`config.mk`:
```
export PLATFORM = sky130hd
export DESIGN_NAME = uart_tx_param
export DESIGN_NICKNAME = d
export VERILOG_FILES = /design/src/rtl/uart_tx_param.sv
export SDC_FILE = /design/constraint.sdc
export NUM_CORES = 1
export LEC_CHECK = 0
export BUFFER_PORTS_ARGS = -buffer_cell sky130_fd_sc_hd__buf_2
export CORE_UTILIZATION = 37
export CTS_BUF_LIST = sky130_fd_sc_hd__clkbuf_8
export CTS_CLUSTER_DIAMETER = 60
export DETAILED_ROUTE_END_ITERATION = 8
export PLACE_DENSITY = 0.62
export REMOVE_ABC_BUFFERS = 1
export SETUP_SLACK_MARGIN = 0.15
export SLEW_MARGIN = 20
export SYNTH_ARGS = -nofsm -noshare
export SYNTH_HDL_FRONTEND = slang
export SYNTH_SLANG_ARGS = --single-unit
export TNS_END_PERCENT = 30
```
`constraint.sdc`:
```
create_clock -name clk -period 2.43 [get_ports clk]
set_input_delay 0.3645 -clock clk [delete_from_list [all_inputs] [get_ports clk]]
set_output_delay 0.3645 -clock clk [all_outputs]
set_load 0.05 [all_outputs]
```
`src/rtl/uart_tx_param.sv`:
```
// Parameterised UART transmitter: start, DATA_BITS LSB-first, optional parity, 1-2 stop bits.
// txd is registered and aligned with state (start bit begins the cycle after acceptance); tx_ready only in IDLE.
module uart_tx_param #(
    parameter int CLKS_PER_BIT = 16,
    parameter int DATA_BITS    = 8,
    parameter int PARITY       = 0,
    parameter int STOP_BITS    = 1
) (
    input  logic       clk,
    input  logic       rst,
    input  logic [7:0] tx_data,
    input  logic       tx_valid,
    output logic       tx_ready,
    output logic       txd,
    output logic       busy,
    output logic       frame_done
);

    localparam int               BAUD_W    = (CLKS_PER_BIT > 1) ? $clog2(CLKS_PER_BIT) : 1;
    localparam logic [BAUD_W-1:0] BAUD_LAST = BAUD_W'(CLKS_PER_BIT - 1);
    localparam logic [2:0]       DATA_LAST = 3'(DATA_BITS - 1);
    localparam logic [2:0]       STOP_LAST = 3'(STOP_BITS - 1);
    localparam logic [7:0]       DATA_MASK = 8'((1 << DATA_BITS) - 1);
    localparam logic             PAR_ODD   = (PARITY == 2);

    typedef enum logic [2:0] {IDLE, START, DATA, PAR, STOP} state_t;

    state_t            state, state_n;
    logic [BAUD_W-1:0] baud, baud_n;
    logic [2:0]        bit_cnt, bit_n;
    logic [7:0]        shreg, shreg_n;
    logic              par_bit, par_n;
    logic              txd_n;
    logic              baud_end;

    assign baud_end   = (baud == BAUD_LAST);
    assign tx_ready   = (state == IDLE);
    assign busy       = (state != IDLE);
    assign frame_done = (state == STOP) && baud_end && (bit_cnt == STOP_LAST) && !rst;

    always_comb begin
        state_n = state;
        baud_n  = baud;
        bit_n   = bit_cnt;
        shreg_n = shreg;
        par_n   = par_bit;
        if (state != IDLE)
            baud_n = baud_end ? '0 : baud + 1'b1;
        case (state)
            IDLE: begin
                if (tx_valid) begin
                    state_n = START;
                    shreg_n = tx_data & DATA_MASK;
                    // Parity is captured at acceptance since the shift register is consumed.
                    par_n   = (^(tx_data & DATA_MASK)) ^ PAR_ODD;
                    baud_n  = '0;
                    bit_n   = '0;
                end
            end
            START: begin
                if (baud_end) begin
                    state_n = DATA;
                    bit_n   = '0;
                end
            end
            DATA: begin
                if (baud_end) begin
                    shreg_n = shreg >> 1;
                    if (bit_cnt == DATA_LAST) begin
                        state_n = (PARITY != 0) ? PAR : STOP;
                        bit_n   = '0;
                    end else begin
                        bit_n = bit_cnt + 3'd1;
                    end
                end
            end
            PAR: begin
                if (baud_end) begin
                    state_n = STOP;
                    bit_n   = '0;
                end
            end
            STOP: begin
                if (baud_end) begin
                    if (bit_cnt == STOP_LAST) begin
                        state_n = IDLE;
                        bit_n   = '0;
                    end else begin
                        bit_n = bit_cnt + 3'd1;
                    end
                end
            end
            default: state_n = IDLE;
        endcase

        // Line level derived from the next state so the register keeps txd aligned with state.
        case (state_n)
            START:   txd_n = 1'b0;
            DATA:    txd_n = shreg_n[0];
            PAR:     txd_n = par_n;
            default: txd_n = 1'b1;
        endcase
    end

    always_ff @(posedge clk) begin
        if (rst) begin
            state   <= IDLE;
            baud    <= '0;
            bit_cnt <= '0;
            shreg   <= '0;
            par_bit <= 1'b0;
            txd     <= 1'b1;
        end else begin
            state   <= state_n;
            baud    <= baud_n;
            bit_cnt <= bit_n;
            shreg   <= shreg_n;
            par_bit <= par_n;
            txd     <= txd_n;
        end
    end

endmodule

```
* After elaboration in Yosys (flattened, before gate mapping)
Index checks and enable logic that the tools add are counted.
Widths: inputs -> output; s select.
** Cells by class
- Add/sub/neg operators :: 2
- Equality and inequality tests :: 13
- Multiplexer cells :: 25
- Reductions and logical operators :: 13
** Operator list (number)
- $mux 3 :: 13
- $mux 4 :: 4
- $mux 8 :: 2
- $pmux 8 s2 :: 1
- $pmux 3 s5 :: 1
- $eq 3x2->1 const B :: 4
- $pmux 3 s4 :: 1
- $reduce_xor 8->1 :: 1
- $eq 3x1->1 const B :: 2
- $eq 3x3->1 const B :: 2
- $logic_not 3->1 :: 2
- $ne 2x2->1 const B :: 3
- $reduce_and 5->1 :: 1
- $add 4x1->4 const B :: 1
- $eq 4x4->1 const B :: 1
- $reduce_bool 4->1 :: 1
- $add 3x1->3 const B :: 1
- $logic_and 1x1->1 :: 3
- $pmux 1 s3 :: 1
- $reduce_and 3->1 :: 1
- $reduce_bool 3->1 :: 1
- $mux 1 :: 2
- $ne 2x1->1 const B :: 1
- $reduce_bool 2->1 :: 1
- 2 further kinds :: 2
** Storage, ports and cells
- Flip-flop bits (word level) :: 20
- Input bits :: 11
- Output and inout port bits :: 4
- Word-level logic and storage cells :: 60

* Logic depth before layout (Yosys ltp)
- Depth after elaboration :: 6
- Depth in mapped cells :: 7
- Mapped depth without buffers :: 6

* Worst setup path before layout
OpenSTA, ideal clock, no wires.
- Path kind :: register to output
- Start :: register baud[0]
- End :: output frame_done
- Arrival time :: 2.490 ns
- Required time :: 2.066 ns
- Slack :: -0.425 ns
- Cell stages (with the launch flop) :: 6
- Buffers on the path :: 1
- Cells stage by stage :: dfxtp_1 -> ha_1 -> and3_1 -> buf_2 -> nand2_1 -> nor4_1
** Between the ends
- Word-level cells in the longest chain between the ends :: 4
** Ends and longest elaborated chain
- start, declared :: RTL line 29 : logic [BAUD_W-1:0] baud, baud_n;
- start signal, assigned :: RTL line 115 : baud <= baud_n;
- $eq 4x4->1 :: RTL line 36 : assign baud_end = (baud == BAUD_LAST);
- $logic_and 1x1->1 (3 in series) :: RTL line 39 : assign frame_done = (state == STOP) && baud_end && (bit_cnt == STOP_LAST) && !rst;
- end, declared :: RTL line 16 : output logic frame_done
No other way between the ends.

* Final worst setup path
Ends and elaborated chain as after synthesis.

==> impl_metrics.tcl <==
set metrics [dict create \
    viasPerCell 5.665 \
    drt-total-wl_um 2434 \
    layout_commonest_cell "dfxtp_1" \
    ys_seq_elements 20 \
    status "finished, violations left" \
    wl_per_cell_um 13.83 \
    maxSlewHeadroom_pct 51.54 \
    crit_required_ps 2070 \
    drv_slew 0 \
    placed_area_um2 1201 \
    cts_max_level 1 \
    ctsHoldBuffers 0 \
    critPathCaptureType "output pin" \
    gp_congestion 0.8863 \
    cts_buffers 3 \
    via_count 997 \
    slowest_stage "dfxtp_1" \
    grt_pass1_vias 918 \
    total_power_w 0.0007283 \
    min_period_ps 2116 \
    worstPathArrival_ps 1750 \
    synth_top_family_by_area "simple AND/OR/NAND/NOR gates" \
    synth-simple-area-share_pct 24.78 \
    dp_hpwl_um 1786 \
    worstSetupPathType "flop to output pin" \
    p_leak_nw 0.4465 \
    rsz0062_at_grt "false" \
    layout_common_cells "dfxtp_1, a21oi_1, buf_2" \
    maxCapViolCount 0 \
    synthCells 134 \
    ir_drop_v 0.0004166 \
    final_cell_count_no_fill 176 \
    rows 19 \
    grt_usage_pct 15.60 \
    cp_slowest_stage_delay_ps 390 \
    io_pins 15 \
    dpl_worst_slack_ps 406.4 \
    fin_worst_skew_ps 1.070 \
    min_path_type "input pin to flop" \
    grt_pass1_wl_um 4022 \
    post_cts_buffers 0 \
    setup_viol 0 \
    synth-compound-area-share_pct 24.44 \
    clk_path_buf_depth 2 \
    synth_xor_xnor_area_share_pct 5.444 \
    synthMuxAreaShare_pct 0 \
    initialDrtViolationCount 22 \
    start_util_pct 39.81 \
    power_density_nw_per_um2 575.2 \
    dpl.cell_count 172 \
    cts_tree "built" \
    ys_warn_count 0 \
    ant_nets 0 \
    antenna_found_initial 0 \
    die_h_um 57.17 \
    final-hold-violation-count 0 \
    clkLatencyLatePin_ps 260 \
    die_w_um 57.17 \
    fp.dieArea_um2 3268 \
    ys_seq_area_share_pct 35.56 \
    syn-cell-area_um2 1126 \
    worstMarginPinSlew_ps 723.8 \
    clock_sinks 20 \
    grt.overflow.total 0 \
    drc 2 \
    antenna_cells 0 \
    drive_above_1_share_pct 17.93 \
    coreArea_um2 2829 \
    synth_cell_types 36 \
    clk_pin_slew_ps 70 \
    io_buffer_count 14 \
    violations "design-rule violations" \
    tns_ps 0 \
    cp_cell_sequence "ha_2 > and3_4 > nand2_1 > nor4_1 > buf_4" \
    syn2layout_area_growth_pct 12.44 \
    fin_area_um2 1266 \
    max_freq_ghz 0.4725 \
    clockRootBuffer "clkbuf_8" \
    start_kind "flop" \
    drtPass1Iterations 6 \
    cp_max_fo 9 \
    fin_ws_ps 313.6 \
    synth.avg_cell_area_um2 8.404 \
    layout.nets 161 \
    grt_max_degree 22 \
    synthAdderAreaFrac_pct 4.444 \
    period_share_pct 87.09 \
]
[timing repair]
| action | CTS | global route |
|---|---|---|
| hold endpoints to repair | 0 | 0 |
| gates resized for setup | 1 | 4 |
| endpoints found under the setup margin | 1 | 1 |
[metrics by stage]
step / hold slack (ps) / util [%]
after floorplan: 430.0 / -
after global placement: 446.7 / 42.46
after detailed placement: 454.4 / 42.46
after CTS: 356.8 / 44.45
after global routing: 357.4 / 44.76
final: 369.5 / 44.76
[critical path: cells and delay by family, from the launching register on]
kind                     cells  cell delay [ps]
AND/OR/NAND/NOR              3              590
flip-flops                   1              390
buffers and inverters        1              250
adder cells (fa/ha/maj)      1              260
[sequential cells by signal, summed over array words and instances, names as in the netlist]
signal,cells
state,3
bit_cnt,3
txd,1
shreg,8
par_bit,1
baud,4
[area by class of cell]
type	count	area, um^2
tap	31	38.79
clock buffer	4	55.05
sequential	20	400.4
fill	286	1563
multi-input combinational	101	673.1
inverter	5	18.77
timing repair buffer	15	80.08
[power breakdown]
part	internal (W)	total, W	leakage (nW)	switching, W
combinational	0.0000487	0.000122	0.254	0.0000729
clock	0.000144	0.000255	0.0288	0.000111
sequential	0.000343	0.000352	0.163	0.00000846
total	0.000536	0.000728	0.446	0.000192
[metal layers]
metal | vias up | routed length [um] | share of wire [%] | track usage [%]
li1 | 512 | - | - | -
met1 | 465 | 1200 | 49 | 19.72
met2 | 18 | 1121 | 46 | 26.55
met3 | 2 | 105 | 4.3 | 4.762
met4 | 0 | 7 | 0.29 | 2.787
met5 | - | 0 | 0 | 0
[synthesized netlist by cell type]
library cell / n / area, um^2
o22ai_1: 1 / 6.260
nor2_1: 7 / 26.28
a22oi_1: 8 / 60.06
or3_1: 2 / 12.51
and2b_1: 1 / 7.510
clkbuf_1: 3 / 11.26
a31oi_1: 1 / 6.260
or4b_1: 1 / 10.01
dfxtp_1: 20 / 400.4
xnor2_1: 7 / 61.31
ha_1: 4 / 50.05
or3b_1: 1 / 8.760
o21ai_0: 4 / 20.02
nand4_1: 1 / 6.260
nand2b_1: 3 / 18.77
nand2_1: 10 / 37.54
a211oi_1: 2 / 15.01
or3b_2: 1 / 8.760
nor2b_1: 2 / 12.51
o32ai_1: 1 / 8.760
buf_2: 3 / 15.01
nor3b_2: 1 / 12.51
nor4_1: 1 / 6.260
a21oi_1: 18 / 90.09
o2111ai_1: 4 / 35.03
inv_1: 5 / 18.77
nand3_1: 6 / 30.03
nor3_2: 1 / 10.01
a32oi_1: 1 / 8.760
nor4b_4: 1 / 23.77
buf_4: 2 / 15.01
nor3_1: 4 / 20.02
o21ba_2: 1 / 10.01
a21o_1: 2 / 15.01
and3_1: 2 / 12.51
nand3b_1: 2 / 15.01
[kinds of logic (layout without fill, tap and decap cells)]
family | after synthesis | count (layout)
AND/OR/NAND/NOR | 47 | 47
AO/OA/AOI/OAI | 43 | 43
flip-flops | 20 | 20
buffers and inverters | 13 | 24
XOR/XNOR | 7 | 7
adder cells (fa/ha/maj) | 4 | 4
[final timing paths]
kind | startpoint | depth (start not counted) | slack (ps) | to
min reg2reg | shreg[6]$_SDFFE_PP0P_ | 2 | 460 | shreg[6]$_SDFFE_PP0P_
max reg2reg | state[1]$_SDFF_PP0_ | 4 | 400 | txd$_SDFF_PP1_
max | baud[0]$_SDFF_PP0_ | 5 | 310 | frame_done
min | tx_data[7] | 3 | 370 | shreg[7]$_SDFFE_PP0P_
No activity file was read; power rests on OpenSTA's default activity.
